### config.mk
export PLATFORM = sky130hd
export DESIGN_NAME = mul4_rr_scheduler
export DESIGN_NICKNAME = d
export VERILOG_FILES = /design/src/rtl/mul4_rr_scheduler.sv
export SDC_FILE = /design/constraint.sdc
export NUM_CORES = 1
export LEC_CHECK = 0
export CORE_AREA = 2 2 58 60
export DETAILED_ROUTE_END_ITERATION = 7
export DIE_AREA = 0 0 60 62
export PLACE_DENSITY = 0.78
export SLEW_MARGIN = 25
export SYNTH_ARGS = -nofsm -noshare
export SYNTH_HDL_FRONTEND = slang
export SYNTH_SLANG_ARGS = --single-unit
### constraint.sdc
create_clock -name clock -period 2.51 [get_ports clock]
set_input_delay 0.502 -clock clock [delete_from_list [all_inputs] [get_ports clock]]
set_output_delay 0.502 -clock clock [all_outputs]
set_load 0.01 [all_outputs]
### src/rtl/mul4_rr_scheduler.sv
// mul4_rr_scheduler
//
// Two requesters share one iterative 4x4 unsigned shift-add multiplier.
// A round-robin arbiter picks a request while the block is idle. The
// product is then built over four cycles with a single 4-bit add step
// per cycle, and held on the winner's response channel until it is taken.
//
// Ports
//   clock                        rising-edge clock
//   reset                        synchronous, active-high
//   io_req0_valid / _ready       port 0 request handshake
//   io_req0_a, io_req0_b         port 0 operands (4 bits each)
//   io_req1_*                    same as port 0, for port 1
//   io_resp0_valid / _ready      port 0 response handshake
//   io_resp0_result              product (8 bits), qualified by io_resp0_valid
//   io_resp1_*                   same as port 0, for port 1
//   io_busy                      high whenever the block is not idle
module mul4_rr_scheduler (
  input  logic       clock,
  input  logic       reset,
  input  logic       io_req0_valid,
  output logic       io_req0_ready,
  input  logic [3:0] io_req0_a,
  input  logic [3:0] io_req0_b,
  input  logic       io_req1_valid,
  output logic       io_req1_ready,
  input  logic [3:0] io_req1_a,
  input  logic [3:0] io_req1_b,
  output logic       io_resp0_valid,
  input  logic       io_resp0_ready,
  output logic [7:0] io_resp0_result,
  output logic       io_resp1_valid,
  input  logic       io_resp1_ready,
  output logic [7:0] io_resp1_result,
  output logic       io_busy
);

  typedef enum logic [1:0] {
    IDLE = 2'd0,
    BUSY = 2'd1,
    DONE = 2'd2
  } state_t;

  state_t     state;
  logic [1:0] cnt;
  logic [7:0] acc;
  logic [3:0] a_q;
  logic [3:0] b_q;
  logic       owner;
  logic       last;
  logic       resp0_valid_q;
  logic       resp1_valid_q;
  logic       busy_q;

  logic       grant;
  logic       req_fire;
  logic [3:0] partial;
  logic [4:0] sum;
  logic       owner_resp_ready;

  // Round-robin: a lone valid port wins; on a tie the port not granted
  // last time wins.
  always_comb begin
    // NOTE: default assignment first so no path leaves grant unassigned,
    // which would otherwise infer a latch.
    grant = 1'b0;
    if (io_req0_valid && io_req1_valid) grant = ~last;
    else if (io_req1_valid)             grant = 1'b1;
  end

  assign io_req0_ready = (state == IDLE) && io_req0_valid && !grant;
  assign io_req1_ready = (state == IDLE) && io_req1_valid &&  grant;
  assign req_fire      = io_req0_ready || io_req1_ready;

  // One shift-add step: add the selected partial product into the high
  // nibble; the 5-bit sum (with carry) then shifts right with the low bits.
  assign partial = b_q[cnt] ? a_q : 4'd0;
  assign sum     = {1'b0, acc[7:4]} + {1'b0, partial};

  // Only the owner's consumer can release the response.
  assign owner_resp_ready = owner ? io_resp1_ready : io_resp0_ready;

  always_ff @(posedge clock) begin
    // NOTE: every register, including the operand/accumulator datapath,
    // is reset so an operation interrupted by reset leaves no trace.
    if (reset) begin
      state         <= IDLE;
      cnt           <= 2'd0;
      acc           <= 8'd0;
      a_q           <= 4'd0;
      b_q           <= 4'd0;
      owner         <= 1'b0;
      last          <= 1'b1;
      resp0_valid_q <= 1'b0;
      resp1_valid_q <= 1'b0;
      busy_q        <= 1'b0;
    end else begin
      // NOTE: non-blocking assignments throughout: every register updates
      // from the values present before this edge.
      unique case (state)
        IDLE: begin
          if (req_fire) begin
            a_q    <= grant ? io_req1_a : io_req0_a;
            b_q    <= grant ? io_req1_b : io_req0_b;
            owner  <= grant;
            last   <= grant;
            acc    <= 8'd0;
            cnt    <= 2'd0;
            busy_q <= 1'b1;
            state  <= BUSY;
          end
        end
        BUSY: begin
          acc <= {sum, acc[3:1]};
          cnt <= cnt + 2'd1;
          if (cnt == 2'd3) begin
            state         <= DONE;
            resp0_valid_q <= ~owner;
            resp1_valid_q <=  owner;
          end
        end
        DONE: begin
          if (owner_resp_ready) begin
            state         <= IDLE;
            resp0_valid_q <= 1'b0;
            resp1_valid_q <= 1'b0;
            busy_q        <= 1'b0;
          end
        end
        default: state <= IDLE;
      endcase
    end
  end

  assign io_resp0_valid  = resp0_valid_q;
  assign io_resp1_valid  = resp1_valid_q;
  assign io_resp0_result = acc;
  assign io_resp1_result = acc;
  assign io_busy         = busy_q;

endmodule

==> results of run 1 <==
-- state kept, by name (all words and copies together) (netlist names) --
register / cells
a_q: 4
owner: 1
state: 2
io_resp0_result: 8
io_busy: 1
io_resp1_valid: 1
b_q: 4
cnt: 2
last: 1
io_resp0_valid: 1
-- layout make-up --
cell class	count	area, µm²
fill	297	1370
multi-input combinational	103	737
sequential	25	500
timing repair buffer	50	479
tap	46	57.6
clock buffer	4	26.3
inverter	3	11.3
-- cell usage after synthesis (2+ instances only) --
cell	n
buf_2	3
buf_4	10
nor2b_1	4
a2111oi_0	2
nand2b_1	3
mux2i_1	9
nor2_1	5
a211oi_1	8
nand3b_1	2
and2_1	4
ha_1	5
a21oi_1	21
o21ai_0	2
dfxtp_1	25
inv_1	3
nand2_1	8
clkbuf_1	3
or2_2	3
o211ai_1	10
buf_6	2
nand3_1	2
-- critical path, delay by kind of cell --
kind	cells	cell delay (ns)
AO/OA/AOI/OAI	1	0.17
buffers and inverters	3	1.09
AND/OR/NAND/NOR	1	0.14
-- cell families (layout without fill, tap and decap cells) --
logic type | Yosys count | after routing | share of synthesized area (%)
DFF | 25 | 25 | 36.5
adders and majority gates | 6 | 6 | 6.02
AOI/OAI and AO/OA | 49 | 49 | 23.2
xor gates and xnor gates | 1 | 1 | 0.638
and+or+nand+nor | 37 | 37 | 15.6
buffers and inverters | 21 | 57 | 9.84
muxes | 10 | 10 | 8.20
-- final timing paths --
| kind | depth (start not counted) | from | to | slack, ns |
|---|---|---|---|---|
| hold / removal | 2 | io_resp0_result[1] | io_resp0_result[0] | 0.51 |
| setup reg to reg | 6 | cnt[0] | io_resp0_result[6] | 0.18 |
| setup / recovery | 5 | io_req0_valid | io_req1_ready | 0.09 |
| hold reg to reg | 2 | io_resp0_result[1] | io_resp0_result[0] | 0.51 |
-- stage by stage --
step | util [%] | power (µW) | setup WS (ns) | setup TNS [ns]
6_report | 57.0 | 797 | 0.0893 | 0
5_1_grt | 57.0 | 835 | 0.0481 | 0
4_1_cts | 57.0 | 800 | 0.0813 | 0
3_5_place_dp | 56.2 | 628 | -0.0242 | -0.0242
3_3_place_gp | 56.2 | 619 | 0.00432 | 0
2_1_floorplan | - | 553 | 0.493 | 0
-- power by group --
group          switching [µW]  internal, µW
combinational            81.0          98.9
clock                     117          62.1
sequential               18.3           420
total                     216           581
-- routing by layer --
layer	global-route usage, %	up-vias
li1	-	606
met2	33.5	39
met4	4.13	0
met5	0	-
met3	2.69	2
met1	21.0	581
==> results.toml, run 1 <==
[run_status]
outcome = "completed"

[worst_setup_path]
critPathKind = "in2out"
arrival_ns = 1.92
critical_path.endpoint_type = "output port"
startpoint_type = "input pin"
cp_slowest_cell = "clkdlybuf4s50_1"
crit_top_cell = "clkdlybuf4s50_1"
required_ns = 2.01
cp_cell_sequence = "clkdlybuf4s50_1 > buf_4 > a21boi_2 > and2_1 > clkdlybuf4s50_1"
cp_max_fo = 3
slowest_delay_ns = 0.53

[yosys]
synthTopCellsByArea = "dfxtp_1 (36%), a21oi_1 (7.7%), mux2i_1 (6.6%)"
synth_cell_types = 36
yosysWarnings = 0
async_reset_ff_share_pct = 0
avgSynthCellArea_um2 = 9.21
yosys.area.top_type_share_pct = 36.5
ys.flop_type = "dfxtp_1"
ys_seq_area_share_pct = 36.5
synth_edf_count = 0
syn_nets = 177
synthCells = 149
syn_area_um2 = 1370
synth_seq_cells = 25
synth_top_area_cell = "dfxtp_1"

[clock_tree]
insertion_delay_ns = 0.31
numClockSinks = 25
cts_max_path_buffers = 2
cts_max_level = 1
root_buffer = "clkbuf_4"
hold_buffers = 0
clkTransAtPathRegs_ns = 0.13
cts_resized = 1
cts_buffers = 3
cts_setup_buffers = 0
cts_tree = "yes"

[detailed_routing]
drc = 0
wirelength_mm = 3.13
firstDrtPassIters = 4
wl_met1_mm = 1.38
viasPerCell = 5.32
first_iter_violations = 37
vias = 1228
wl_per_cell_um = 13.6
met3_length_um = 116
wl_met2_mm = 1.62
antenna_left = 0
top_layer = "met4"

[finish]
final_cell_mix = "clkdlybuf4s50_1 (41), dfxtp_1 (25), a21oi_1 (21), o211ai_1 (10), mux2i_1 (9)"
final_common_cell = "clkdlybuf4s50_1"
final_cells = 231
layout-drive-gt1-share_pct = 10.3
nets = 214
n_antenna_cell = 0
area_growth_pct = 32.0
stdcell_area_um2 = 1810

[timing]
finalClockSkew_ns = 0.00446
setup_viol = 0
slew_headroom_pct = 65.2
max_freq_mhz = 413
whs_ns = 0.505
rsz0062_at_grt = "no"
hold_viol_final = 0
period_needed_ns = 2.42
slew_violations = 0
period_share_pct = 96.4
tightest_slew_ns = 0.509

[global_route]
overflow = 0
antenna_found_initial = 0
grt_max_degree = 14
grt_pass1_vias = 1220
grt_pass1_wl_mm = 5.12
grtUsageTotal_pct = 17.7

[power_and_ir_drop]
ir_drop_v = 0.000211
power_density_nw_per_um2 = 440
p_leak_uw = 0.000662

[die]
initial_core_util_pct = 43.2
die_w_um = 60
num_rows = 21
die_h_um = 62
dieArea_um2 = 3720
top_level_ports = 43
core_area_um2 = 3180

[place]
hpwl_mm = 2.49
place_area_um2 = 1790
gp_congestion = 0.811
dp.cells = 227
port_buffers = 42

[run]
cap_violations = 0

[worst_hold_path]
hold_class = "reg2reg"
Power figures use the tool's default switching activity.
==> inputs of run 2 (changes only) <==
--- a/config.mk
+++ b/config.mk
@@ -9,6 +9,7 @@
 export DETAILED_ROUTE_END_ITERATION = 7
 export DIE_AREA = 0 0 60 62
 export PLACE_DENSITY = 0.78
+export REMOVE_ABC_BUFFERS = 1
 export SLEW_MARGIN = 25
 export SYNTH_ARGS = -nofsm -noshare
 export SYNTH_HDL_FRONTEND = slang
==> results.toml, run 2 (synthesis gave the netlist of run 1 again) <==
[run_status]
outcome = "completed"

[clock_tree]
cts_buffers = 3
insertion_delay_ns = 0.32
hold_buffers = 0
clkTransAtPathRegs_ns = 0.13
root_buffer = "clkbuf_4"
cts_max_level = 1
numClockSinks = 25
cts_tree = "yes"
cts_max_path_buffers = 2
cts_setup_buffers = 0

[timing]
max_freq_mhz = 414
period_share_pct = 96.3
period_needed_ns = 2.42
tns_ns = 0
setup_viol = 0
rsz0062_at_grt = "no"
tightest_slew_ns = 0.497
whs_ns = 0.504
slew_violations = 0
slew_headroom_pct = 66.8
finalClockSkew_ns = 0.00142
hold_viol_final = 0

[power_and_ir_drop]
power_density_nw_per_um2 = 442
p_total_uw = 795
p_leak_uw = 0.000655
ir_drop_v = 0.000229

[die]
core_area_um2 = 3180
die_h_um = 62
dieArea_um2 = 3720
num_rows = 21
initial_core_util_pct = 43.2
die_w_um = 60
top_level_ports = 43

[finish]
final_cell_mix = "clkdlybuf4s50_1 (41), dfxtp_1 (25), a21oi_1 (21), o211ai_1 (10), mux2i_1 (9)"
final_util_pct = 56.6
area_growth_pct = 31.0
n_antenna_cell = 0
largest_register_ffs = 8
fillers = 301
nets = 212
final_cells = 229
layout-drive-gt1-share_pct = 9.84
final_common_cell = "clkdlybuf4s50_1"

[worst_setup_path]
critPathKind = "in2out"
r2r_slack_ns = 0.33
cp_max_fo = 4
critical_path.endpoint_type = "output port"
required_ns = 2.01
arrival_ns = 1.91
startpoint_type = "input pin"

[detailed_routing]
wirelength_mm = 2.88
viasPerCell = 5.17
wl_per_cell_um = 12.6
antenna_left = 0
vias = 1185
first_iter_violations = 80
firstDrtPassIters = 4
drc = 0

[global_route]
antenna_found_initial = 0
grtUsageTotal_pct = 16.1
grt_pass1_wl_mm = 4.51
overflow = 0
grt_pass1_vias = 1065
grt_max_degree = 18

[run]
cap_violations = 0

[worst_hold_path]
hold_class = "reg2reg"

[place]
hpwl_mm = 2.29
dp.cells = 225
gp_congestion = 0.734
port_buffers = 42
==> run 2: area by class of cell <==
type | count | area (µm²) | area share [%]
multi-input combinational | 103 | 737 | 41.0
sequential | 25 | 500 | 27.8
timing repair buffer | 48 | 464 | 25.8
tap | 46 | 57.6 | 3.20
clock buffer | 3 | 22.5 | 1.25
inverter | 3 | 11.3 | 0.626
clock inverter | 1 | 5.00 | 0.278
==> run 2: per-stage QoR <==
step	area, µm²	setup slack (ns)
after floorplan	1250	0.493
after global placement	1770	0.0267
after detailed placement	1770	-0.0459
after CTS	1800	0.0844
after global routing	1800	0.0189
final	1800	0.0938
==> run 2: per-layer routing <==
metal  GRT usage [%]  share of wire [%]  vias up
met5               0                  0        -
met4            6.67                1.5        0
met3            1.86                4.3        5
met2            29.3                 51       35
met1            19.1                 43      547
li1                -                  -      598
==> run 2: repair_timing <==
| item | in CTS | in global routing |
|---|---|---|
| gates resized for setup | 1 | 0 |
| endpoints found under the hold margin | 0 | 0 |
| setup endpoints to repair | 1 | 0 |
==> run 2: worst paths after layout <==
| path | end | from | depth (start not counted) |
|---|---|---|---|
| setup / recovery | io_req1_ready | io_req0_valid | 5 |
| hold / removal | io_resp0_result[2] | io_resp0_result[3] | 2 |
| setup reg to reg | io_resp0_result[6] | cnt[0] | 6 |
| hold reg to reg | io_resp0_result[2] | io_resp0_result[3] | 2 |
==> run 2: worst max-delay path: stages <==
cell	delay, ns
clkdlybuf4s50_1	0.41
buf_4	0.15
a21boi_2	0.18
and2_1	0.15
clkdlybuf4s50_1	0.52
==> run 2: power by group <==
part	internal, µW	switching (µW)
Combinational	96.9	78.0
Clock	59.8	122
Sequential	420	17.7
Total	577	218
==> inputs of run 3 (changes only) <==
--- a/config.mk
+++ b/config.mk
@@ -6,6 +6,7 @@
 export NUM_CORES = 1
 export LEC_CHECK = 0
 export CORE_AREA = 2 2 58 60
+export CTS_CLUSTER_SIZE = 40
 export DETAILED_ROUTE_END_ITERATION = 7
 export DIE_AREA = 0 0 60 62
 export PLACE_DENSITY = 0.78
==> results of run 3 <==
Final layout, timing and power as in run 2 (identical DEF).
